`src/rtl/array_sweep.sv`:
```
// Streams len words out of BRAM port A, adds a constant to each and writes the
// results back through port B, accumulating the raw words read into sum.
// Read-to-write latency is two cycles: address out, data back, then the write.
module array_sweep #(
  parameter int unsigned DEPTH  = 160,
  parameter int unsigned DATA_W = 16
) (
  input  logic              clk,
  input  logic              reset,
  input  logic              start,
  input  logic [9:0]        src_base,
  input  logic [9:0]        dst_base,
  input  logic [7:0]        len,
  input  logic [DATA_W-1:0] addend,
  output logic              wea,
  output logic [9:0]        addra,
  output logic [DATA_W-1:0] dia,
  input  logic [DATA_W-1:0] doa,
  output logic              web,
  output logic [9:0]        addrb,
  output logic [DATA_W-1:0] dib,
  output logic              busy,
  output logic              done,
  output logic              err,
  output logic [23:0]       sum
);

  typedef enum logic [1:0] {StIdle, StRun, StDrain, StDone} state_e;

  state_e state_q, state_d;
  logic [9:0]        src_q, src_d, dst_q, dst_d;
  logic [7:0]        len_q, len_d, cnt_q, cnt_d;
  logic [DATA_W-1:0] add_q, add_d;
  logic              rd_v_q, rd_v_d;   // a read address is on addra this cycle
  logic              wr_v_q, wr_v_d;   // doa carries data for a pending write
  logic [9:0]        wr_addr_q, wr_addr_d;
  logic [9:0]        addra_q, addra_d, addrb_q, addrb_d;
  logic [DATA_W-1:0] dib_q, dib_d;
  logic              web_q, web_d, busy_q, busy_d, done_q, done_d, err_q, err_d;
  logic [23:0]       sum_q, sum_d;

  logic [10:0] src_end, dst_end;
  logic        params_ok;

  // Reject empty, out-of-range, and overlaps where a write would land ahead of its read.
  always_comb begin
    src_end   = {1'b0, src_base} + {3'b000, len};
    dst_end   = {1'b0, dst_base} + {3'b000, len};
    params_ok = (len != 8'd0) && (src_end <= 11'(DEPTH)) && (dst_end <= 11'(DEPTH)) &&
                !((src_base < dst_base) && ({1'b0, dst_base} < src_end));
  end

  // Next-state, read issue and write pipeline.
  always_comb begin
    state_d   = state_q;
    src_d     = src_q;
    dst_d     = dst_q;
    len_d     = len_q;
    add_d     = add_q;
    cnt_d     = cnt_q;
    rd_v_d    = 1'b0;
    wr_v_d    = rd_v_q;
    wr_addr_d = dst_q + (addra_q - src_q);
    addra_d   = addra_q;
    addrb_d   = addrb_q;
    dib_d     = dib_q;
    web_d     = 1'b0;
    busy_d    = busy_q;
    done_d    = 1'b0;
    err_d     = 1'b0;
    sum_d     = sum_q;

    if (wr_v_q) begin
      web_d   = 1'b1;
      addrb_d = wr_addr_q;
      dib_d   = doa + add_q;
      sum_d   = sum_q + 24'(doa);
    end

    unique case (state_q)
      StIdle: begin
        if (start) begin
          if (params_ok) begin
            src_d   = src_base;
            dst_d   = dst_base;
            len_d   = len;
            add_d   = addend;
            cnt_d   = 8'd1;
            addra_d = src_base;
            rd_v_d  = 1'b1;
            busy_d  = 1'b1;
            sum_d   = '0;
            state_d = StRun;
          end else begin
            err_d = 1'b1;
          end
        end
      end
      StRun: begin
        if (cnt_q == len_q) begin
          state_d = StDrain;
        end else begin
          addra_d = src_q + 10'(cnt_q);
          cnt_d   = cnt_q + 8'd1;
          rd_v_d  = 1'b1;
        end
      end
      StDrain: begin
        if (!rd_v_q && !wr_v_q) begin
          busy_d  = 1'b0;
          done_d  = 1'b1;
          state_d = StDone;
        end
      end
      StDone: state_d = StIdle;
      default: state_d = StIdle;
    endcase
  end

  // State and registered outputs; reset discards any in-flight writes.
  always_ff @(posedge clk) begin
    if (reset) begin
      state_q   <= StIdle;
      src_q     <= '0;
      dst_q     <= '0;
      len_q     <= '0;
      add_q     <= '0;
      cnt_q     <= '0;
      rd_v_q    <= 1'b0;
      wr_v_q    <= 1'b0;
      wr_addr_q <= '0;
      addra_q   <= '0;
      addrb_q   <= '0;
      dib_q     <= '0;
      web_q     <= 1'b0;
      busy_q    <= 1'b0;
      done_q    <= 1'b0;
      err_q     <= 1'b0;
      sum_q     <= '0;
    end else begin
      state_q   <= state_d;
      src_q     <= src_d;
      dst_q     <= dst_d;
      len_q     <= len_d;
      add_q     <= add_d;
      cnt_q     <= cnt_d;
      rd_v_q    <= rd_v_d;
      wr_v_q    <= wr_v_d;
      wr_addr_q <= wr_addr_d;
      addra_q   <= addra_d;
      addrb_q   <= addrb_d;
      dib_q     <= dib_d;
      web_q     <= web_d;
      busy_q    <= busy_d;
      done_q    <= done_d;
      err_q     <= err_d;
      sum_q     <= sum_d;
    end
  end

  assign wea   = 1'b0;
  assign dia   = '0;
  assign addra = addra_q;
  assign addrb = addrb_q;
  assign dib   = dib_q;
  assign web   = web_q;
  assign busy  = busy_q;
  assign done  = done_q;
  assign err   = err_q;
  assign sum   = sum_q;

endmodule

```
`config.mk`:
```
export PLATFORM = sky130hd
export DESIGN_NAME = array_sweep
export DESIGN_NICKNAME = d
export VERILOG_FILES = /design/src/rtl/array_sweep.sv
export SDC_FILE = /design/constraint.sdc
export NUM_CORES = 1
export LEC_CHECK = 0
export ABC_AREA = 0
export BUFFER_PORTS_ARGS = -buffer_cell sky130_fd_sc_hd__buf_2
export CORE_ASPECT_RATIO = 1.1
export CORE_MARGIN = 1.5
export CORE_UTILIZATION = 45
export DETAILED_ROUTE_END_ITERATION = 10
export PLACE_DENSITY = 0.67
export REMOVE_ABC_BUFFERS = 1
export SYNTH_ARGS = -nofsm -noshare
export SYNTH_HDL_FRONTEND = slang
export SYNTH_SLANG_ARGS = --single-unit
```
`constraint.sdc`:
```
create_clock -name clk -period 5.6 [get_ports clk]
set_input_delay 0.84 -clock clk [delete_from_list [all_inputs] [get_ports clk]]
set_output_delay 0.84 -clock clk [all_outputs]
set_load 0.1 [all_outputs]
```
### Word-level counts from Yosys, hierarchy flattened

Cells that the tools add are included.

* bits of input ports: 63
* output and inout bits: 81
* register bits after elaboration: 130
* word-level logic and storage cells: 87

* reductions and logical operators: 18
* mux-type cells: 28
* $add $sub $neg: 8
* bitwise gates (word level): 3
* $lt $le $gt $ge: 4
* equality and inequality tests: 9

Operators by type and width (count)
* $mux W24: 4
* $mux W10: 3
* $add A24 B16 Y24: 1
* $mux W8: 3
* $add A10 B8 Y11: 2
* $le A11 B8 Y1 const B: 2
* $pmux W10 S2: 1
* $add A16 B16 Y16: 1
* $pmux W8 S2: 1
* $reduce_and A4 Y1: 3
* $lt A10 B11 Y1: 1
* $add A10 B10 Y10: 1
* $add A10 B8 Y10: 1
* $lt A10 B10 Y1: 1
* $ne A2 B2 Y1 const B: 5
* $sub A10 B10 Y10: 1
* $mux W1: 9
* $add A8 B1 Y8 const B: 1
* $eq A8 B8 Y1: 1
* $mux W2: 4
* $pmux W2 S4: 1
* $reduce_bool A8 Y1: 1
* $logic_and A1 B1 Y1: 5
* $eq A2 B2 Y1 const B: 2
* other kinds (9): 15

### Longest topological paths before layout

Gate-level depths: netlist of run 1.

* word-level depth: 8
* depth in mapped cells: 20
* mapped depth without buffers: 18

### Worst setup path after synthesis of run 1

No wires, ideal clock.

* path type: input to register
* from: input port src_base[0]
* to: register add_q[5]
* slack: 1.394 ns
* setup time: 0.128 ns
* data required time: 5.472 ns
* path buffers: 2
* arrival: 4.078 ns
* stages: 20
* cells stage by stage: ha_1 -> inv_1 -> fa_1 -> and2b_4 -> o2111ai_2 -> nand3b_1 -> xor2_1 -> inv_1 -> ha_1 -> nand2_1 -> nor3_1 -> a21oi_1 -> nor2_1 -> a21o_1 -> o21ai_0 -> a311oi_1 -> buf_6 -> buf_12 -> mux2i_1 -> nor2_1

* longest elaborated chain between the ends: 6
* elaborated cells between the ends (all ways): 10
* those cells by class: add/sub: 1; order compare: 3; reduce/logical: 6

Ends and longest elaborated chain
* from (decl): line 11 `input logic [9:0] src_base,`
* $add A10 B8 Y11: line 47 `src_end = {1'b0, src_base} + {3'b000, len};`
* $le A11 B8 Y1 / $lt A10 B11 Y1 (equally long branches): line 49, 50
* $logic_and A1 B1 Y1, on equally long branches: line 49, 50
* $logic_and A1 B1 Y1 / $logic_not A1 Y1 (equally long branches): line 49, 50
* $logic_and A1 B1 Y1 (*): line 49 `params_ok = (len != 8'd0) && (src_end <= 11'(DEPTH)) && (dst_end <= 11'(DEPTH)) &&`
* $reduce_and A3 Y1 (no line) (*)
* to (signal assigned): line 127 `add_q <= '0;`
* to (signal assigned): line 145 `add_q <= add_d;`
* to (decl): line 33 `logic [DATA_W-1:0] add_q, add_d;`

Mark *: on every way between the ends. The rest lies on a longest branch, timed or not.
A chain may end at the register's enable or synchronous reset.

### Worst setup path in the final report of run 1

* from: input port len[1]
* to: register addra_q[9] (netlist: addra[9])

* longest elaborated chain between the ends: 7
* elaborated cells between the ends (all ways): 13
* those cells by class: add/sub: 2; order compare: 3; eq/ne: 1; reduce/logical: 7

Ends and longest elaborated chain
* from (decl): line 13 `input logic [7:0] len,`
* $add A10 B8 Y11: line 47
* $le A11 B8 Y1 / $lt A10 B11 Y1 (equally long branches): line 49, 50
* $logic_and A1 B1 Y1, on equally long branches: line 49, 50
* $logic_and A1 B1 Y1 / $logic_not A1 Y1 (equally long branches): line 49, 50
* $logic_and A1 B1 Y1 (*): line 49
* $ne A2 B2 Y1 (no line) (*)
* $reduce_and A4 Y1 (no line) (*)
* to (signal assigned): line 150 `addra_q <= addra_d;`
* to (decl): line 37 `logic [9:0] addra_q, addra_d, addrb_q, addrb_d;`

Marks and branches as above.

==> impl_metrics.py, run 1 <==
metrics = {
    "outcome": {
        "outcome": "complete, no violations",
    },
    "die": {
        "rows": 53,
        "ios": 144,
        "die_w_um": 136.8,
        "die_area_um2": 20540,
        "die_y_um": 150.2,
        "coreArea_um2": 19230,
        "start_util": 0.4607,
    },
    "timing": {
        "setup_viol": 0,
        "slew_violations": 0,
        "relSlewSlack": 0.3515,
        "finalCritPeriodShare": 0.7972,
        "timing.fmax_mhz": 224.0,
        "rsz0062_at_grt": "false",
        "clock_skew_ns": 0.01018,
        "hold_violations": 0,
        "min_period_ns": 4.464,
        "tightest_slew_ns": 0.9716,
        "fin_hold_ws_ns": 0.4572,
    },
    "global_routing": {
        "top_usage_layer": "met2",
        "met2_usage": 0.3807,
        "grt_pass1_vias": 7168,
        "grt_pass1_wl_mm": 34.18,
        "antenna_found_initial": 0,
        "overflow": 0,
        "use_met1": 0.2498,
        "met3_usage": 0.03165,
        "grt_max_degree": 57,
        "grt_use_total": 0.2112,
    },
    "place": {
        "io_buffers": 126,
        "dp_hpwl_mm": 16.35,
        "gp_congestion": 0.8555,
    },
    "synthesis": {
        "synthArstFlopShare": 0,
        "synth_fa_ha_area_frac": 0.1517,
        "synth_cell_types": 81,
        "yosysWarnings": 0,
        "synth_top_family_by_area": "compound AO/OA/AOI/OAI gates",
        "synthSimpleGateAreaFrac": 0.1535,
        "synthFlopType": "dfxtp_1",
        "post_synth_instance_area_um2": 8860,
        "synth.area.top_cells": "dfxtp_1, ha_1, mux2i_1",
        "synth-compound-area-share": 0.1938,
        "synth_area_leader_cell": "dfxtp_1",
        "synth_xor_area_frac": 0.04844,
        "avgSynthCellArea_um2": 8.602,
        "ys_ff_latch": 130,
        "muxShareOfSynthArea": 0.08247,
        "synth-edff-count": 0,
        "synth_top_area_frac": 0.2937,
        "seq_area_frac_synth": 0.2937,
        "synthCells": 1030,
    },
    "critical_path": {
        "critical_path_arrival_ns": 4.81,
        "cp.required_ns": 5.94,
        "cp_max_fo": 13,
        "crit_type": "in2reg",
        "rr_startpoint": "sum[0]",
        "crit_path_start": "len[1]",
        "r2r-end": "sum[22]",
        "endpoint": "addra[9]",
        "reg2reg_slack_ns": 2.41,
        "end_kind": "flip-flop",
        "cp-start-kind": "input pin",
        "reg2regPathDepth": 12,
    },
    "routing": {
        "vias": 7588,
        "drt_iter0_markers": 395,
        "drcViolationCount": 0,
        "vias_per_cell": 5.393,
        "ant_nets": 0,
        "drtPass1Iterations": 5,
        "wl_mm": 21.55,
        "detail_route.wl_per_cell_um": 15.32,
    },
    "clock_network": {
        "cts_tree": "built",
        "cts_hold_buf": 0,
        "cts.path.max_buffers": 2,
        "cts_root_buffer": "clkbuf_16",
        "clk_pin_slew_ns": 0.06,
        "cts_made_buffers": 17,
        "h-tree-depth": 4,
        "clock_latency_ns": 0.43,
        "cts-resized-gates": 0,
        "clkSinkCount": 130,
        "cts_setup_buffers": 0,
    },
    "final_layout": {
        "final_layout_size_suffix_gt1_frac": 0.1655,
        "antenna_cells": 0,
        "fillers": 1836,
        "final_nets": 1309,
        "syn2layout_area_growth_pct": 15.41,
        "regArea_um2": 2604,
        "fin_util": 0.5317,
        "multi_input_area_um2": 5662,
    },
    "power_and_ir_drop": {
        "power_leakage_uw": 0.004539,
        "power_density_nw_per_um2": 282.8,
        "p_total_uw": 2892,
        "peakVddDrop_v": 0.0002591,
    },
    "hold_path": {
        "hold_path.class": "reg2reg",
    },
    "run": {
        "maxCapViolations": 0,
    },
}
==> metrics by stage <==
step	area, µm²	cells	worst slack (ns)	setup TNS (ns)
finish	10220	1407	1.136	0
global route	10220	1407	0.7797	0
CTS	10220	1407	1.124	0
detailed placement	9607	1375	0.7145	0
global placement	9607	1375	0.8059	0
floorplan	8581	995	-3.090	-138.59
==> synthesized netlist by cell type, types with 8 or more instances <==
cell / number
a21oi_1: 65
nand3_1: 21
buf_4: 19
mux2i_1: 73
or3_1: 11
ha_1: 85
o21ai_0: 43
inv_1: 87
xor2_1: 21
o211ai_1: 9
xnor2_1: 28
fa_1: 14
a211oi_1: 16
nand2_1: 51
clkbuf_1: 23
o21a_1: 8
dfxtp_1: 130
a21o_1: 20
nor3_1: 27
nor2b_1: 14
nor2_1: 121
a31oi_1: 11
==> power by group <==
part           internal [µW]  switching (µW)  leakage, µW
clock network            717             436     0.000294
registers                965            24.9      0.00105
logic                    251             498      0.00320
total                   1930             959      0.00454
==> final cells by class <==
type | instances | share of cell area
clock buffer | 18 | 0.04295
clock inverter | 14 | 0.01750
inverter | 89 | 0.03267
multi-input combinational | 776 | 0.5537
sequential | 130 | 0.2547
tap | 247 | 0.03023
timing repair buffer | 133 | 0.06828
==> state kept, by name, indices dropped and copies added (netlist names), 2 cells and up <==
name,cells
addra,10
src_q,10
cnt_q,8
state_q,2
addrb,10
len_q,8
wr_addr_q,10
sum,24
dst_q,10
dib,16
add_q,16
==> worst min path at each step <==
stage          cells after the start         start       end  slack (ns)
3_3_place_gp                       2  wr_addr_q[9]  addrb[9]        0.45
4_1_cts                            2      dst_q[8]  dst_q[8]        0.46
2_1_floorplan                      2      dst_q[8]  dst_q[8]        0.43
3_5_place_dp                       2      dst_q[8]  dst_q[8]        0.45
5_1_grt                            2      dst_q[8]  dst_q[8]        0.47
6_report                           2      dst_q[8]  dst_q[8]        0.46
==> worst max-delay path: stages <==
cell and delay (ns):
buf_2 0.15, ha_1 0.28, a211o_1 0.34, a211oi_2 0.31, o21bai_1 0.12, a211o_1 0.33, nand2_1 0.08, ha_1 0.23
a21oi_1 0.13, o21ai_0 0.09, a21oi_1 0.17, nand2_1 0.11, a21o_1 0.20, o21ai_0 0.49, a311oi_2 0.18, buf_4 0.22
or3b_1 0.39, a21oi_1 0.15
==> logic make-up (layout without fill, tap and decap cells) <==
kind of cell	Yosys count	after routing
adders and majority gates	99	99
buffers and inverters	140	254
DFF	130	130
AOI/OAI and AO/OA	248	248
muxes	73	73
other	1	17
xor gates and xnor gates	49	49
and+or+nand+nor	290	290
==> per-layer routing <==
metal,vias up,share of wire
met1,3513,0.44
li1,3865,-
met4,0,0.023
met3,28,0.039
met5,-,0
met2,182,0.50
==> placed cells by master, fill, tap and decap left out, drive strengths merged, types with 5 or more instances in the layout <==
cell type and n:
a211oi 18, a21boi 5, a21o 20, a21oi 66, a221oi 5, a311oi 6
a31oi 12, and3 6, buf 133, clkbuf 18, clkinv 7, conb 17
dfxtp 130, fa 14, ha 85, inv 90, mux2i 73, nand2 51
nand3 22, nand3b 5, nor2 121, nor2b 14, nor3 27, nor4 5
o211a 5, o211ai 11, o21a 8, o21ai 48, o21bai 6, o31ai 6
or2 6, or3 11, xnor2 28, xor2 21
Power figures use the tool's default switching activity.
==> run 2, diff against run 1 <==
PLACE_DENSITY = 0.69   (was 0.67)
clock period = 3.7 ns   (was 5.6 ns; I/O delays follow)
==> run 2 against run 1 <==
Against the previous run:
- the flow now finishes with violations (negative setup slack)
- sequential share of layout area decreased by 2.5 points
- die area unchanged
- worst setup slack got worse by 1.3 ns
- non-clock buffer count increased by 86
- wire length increased by 11%
- largest power group unchanged
- clock power increased by 42%
- final cell count increased by 6.1%
==> impl_metrics.py, run 2 (synthesis results as in run 1) <==
metrics = {
    "power_and_ir_drop": {
        "peakVddDrop_v": 0.0002309,
        "power_leakage_uw": 0.005015,
        "power_density_nw_per_um2": 400.0,
    },
    "critical_path": {
        "crit_type": "in2reg",
        "r2r-end": "wr_addr_q[9]",
        "cp-start-kind": "input pin",
        "cp.required_ns": 4.01,
        "worst-path-buf-inv": 7,
        "cpMostUsedCell": "buf_6",
        "crit_chain": "buf_8 > ha_4 > inv_2 > fa_2 > and2b_4 > o2111ai_4 > nand3b_1 > xor2_2 > inv_1 > ha_1 > nand2_2 > o21ai_1 > a21oi_2 > nand2_1 > a21o_1 > buf_6 > buf_4 > o211a_4 > o211ai_4 > buf_6 > a21oi_4 > buf_12 > a311oi_2",
        "cpMaxStageDelayCell": "fa_2",
        "slowest_delay_ns": 0.32,
        "path_depth": 23,
        "end_kind": "flip-flop",
        "reg2regPathDepth": 13,
        "rr_startpoint": "addra[1]",
        "cp_max_fo": 8,
        "path_delay_family": "compound AO/OA/AOI/OAI gates",
        "reg2reg_slack_ns": 0.73,
        "critical_path_arrival_ns": 4.13,
    },
    "final_layout": {
        "final_nets": 1395,
        "layout_commonest_cell": "dfxtp_1",
        "final_cell_mix": "dfxtp_1, buf_2, nor2_1",
        "largest_register_ffs": 24,
        "syn2layout_area_growth_pct": 27.74,
        "stdcell_count": 1493,
        "antenna_cells": 0,
        "final_layout_size_suffix_gt1_frac": 0.2528,
    },
    "place": {
        "dp_hpwl_mm": 17.17,
        "dpl_worst_slack_ns": -0.7340,
        "placed_cells": 1434,
        "io_buffers": 126,
        "gp_congestion": 0.9161,
    },
    "outcome": {
        "outcome": "complete, but fails checks",
        "failed_checks": "negative setup slack",
    },
    "routing": {
        "vias_per_cell": 5.435,
        "drcViolationCount": 0,
        "vias": 8114,
        "detail_route.wl_per_cell_um": 15.99,
        "ant_nets": 0,
        "wl_mm": 23.87,
        "drt_iter0_markers": 347,
        "drtPass1Iterations": 5,
    },
    "global_routing": {
        "antenna_found_initial": 0,
        "overflow": 0,
        "grt_use_total": 0.2221,
        "grt_max_degree": 50,
        "grt_pass1_wl_mm": 36.01,
        "grt_pass1_vias": 7621,
    },
    "clock_network": {
        "cts.path.max_buffers": 2,
        "clkSinkCount": 130,
        "cts_hold_buf": 0,
        "h-tree-depth": 4,
        "cts_made_buffers": 17,
        "cts_tree": "built",
        "clock_latency_ns": 0.41,
        "clk_pin_slew_ns": 0.06,
        "cts_root_buffer": "clkbuf_16",
    },
    "timing": {
        "clock_skew_ns": 0.01164,
        "fin_ws_ns": -0.1241,
        "slew_violations": 0,
        "hold_violations": 0,
        "finalCritPeriodShare": 1.034,
        "min_period_ns": 3.824,
        "tns_ns": -3.778,
        "setup_viol": 75,
        "rsz0062_at_grt": "true",
        "relSlewSlack": 0.3395,
        "tightest_slew_ns": 0.9804,
        "timing.fmax_mhz": 261.5,
    },
    "die": {
        "rows": 53,
        "die_area_um2": 20540,
        "ios": 144,
        "start_util": 0.4607,
        "coreArea_um2": 19230,
        "die_y_um": 150.2,
        "die_w_um": 136.8,
    },
    "run": {
        "maxCapViolations": 0,
    },
    "hold_path": {
        "hp-start": "addend[15]",
        "min_to": "add_q[15]",
        "hold_depth": 3,
        "hold_path.class": "in2reg",
    },
}
==> run 2: repair_timing <==
item / in CTS / in global routing
setup buffers: 17 / 8
setup endpoints to repair: 90 / 90
gates resized for setup: 42 / 50
pin swaps: 24 / 29
cloned: 2 / 3
==> run 2: metal layers <==
layer | share of wire | up-vias | global-route usage
li1 | - | 4021 | -
met1 | 0.42 | 3829 | 0.2575
met2 | 0.51 | 224 | 0.4101
met3 | 0.042 | 40 | 0.03165
met4 | 0.024 | 0 | 0.08316
met5 | 0 | - | 0
==> run 2: tightest hold or removal path, delay by kind of cell <==
family | cells | cell delay, ns
buf+inv | 1 | 0.07
simple gates | 1 | 0.07
mux | 1 | 0.05
==> run 2: area by class of cell <==
| class | count | area [µm²] |
|---|---|---|
| Sequential cell | 130 | 2604 |
| Inverter | 89 | 334.1 |
| Clock inverter | 13 | 136.4 |
| Clock buffer | 19 | 432.9 |
| Multi-Input combinational cell | 776 | 5948 |
| Timing Repair Buffer | 219 | 1553 |
| Fill cell | 1721 | 7914 |
| Tap cell | 247 | 309.0 |
==> run 2: power by group <==
group / internal, µW / switching (µW) / total (µW) / leakage, µW
Clock: 990 / 640 / 1630 / 0.000269
Combinational: 544 / 855 / 1400 / 0.00370
Sequential: 1460 / 37.6 / 1500 / 0.00105
Total: 2990 / 1530 / 4530 / 0.00502
==> run 2: worst max-delay path by stage <==
| stage | start | endpoint | slack [ns] |
|---|---|---|---|
| floorplan | src_base[0] | dst_q[9] | -4.70 |
| global placement | src_base[0] | add_q[0] | -0.60 |
| detailed placement | src_base[0] | len_q[3] | -0.73 |
| CTS | len[0] | add_q[15] | -0.13 |
| global route | src_base[2] | addra[4] | -0.28 |
| finish | src_base[0] | addra[4] | -0.12 |
==> run 2: metrics by stage <==
step                utilization  total power, µW  cell area [µm²]  hold slack [ns]
finish                   0.5885             4527            11320           0.3817
global route             0.5885             4730            11320           0.3811
detailed placement       0.5239             2727            10070           0.4583
global placement         0.5239             2708            10070           0.4468
floorplan                     -             2366             8581           0.4343
CTS                      0.5722             4412            11000           0.3721
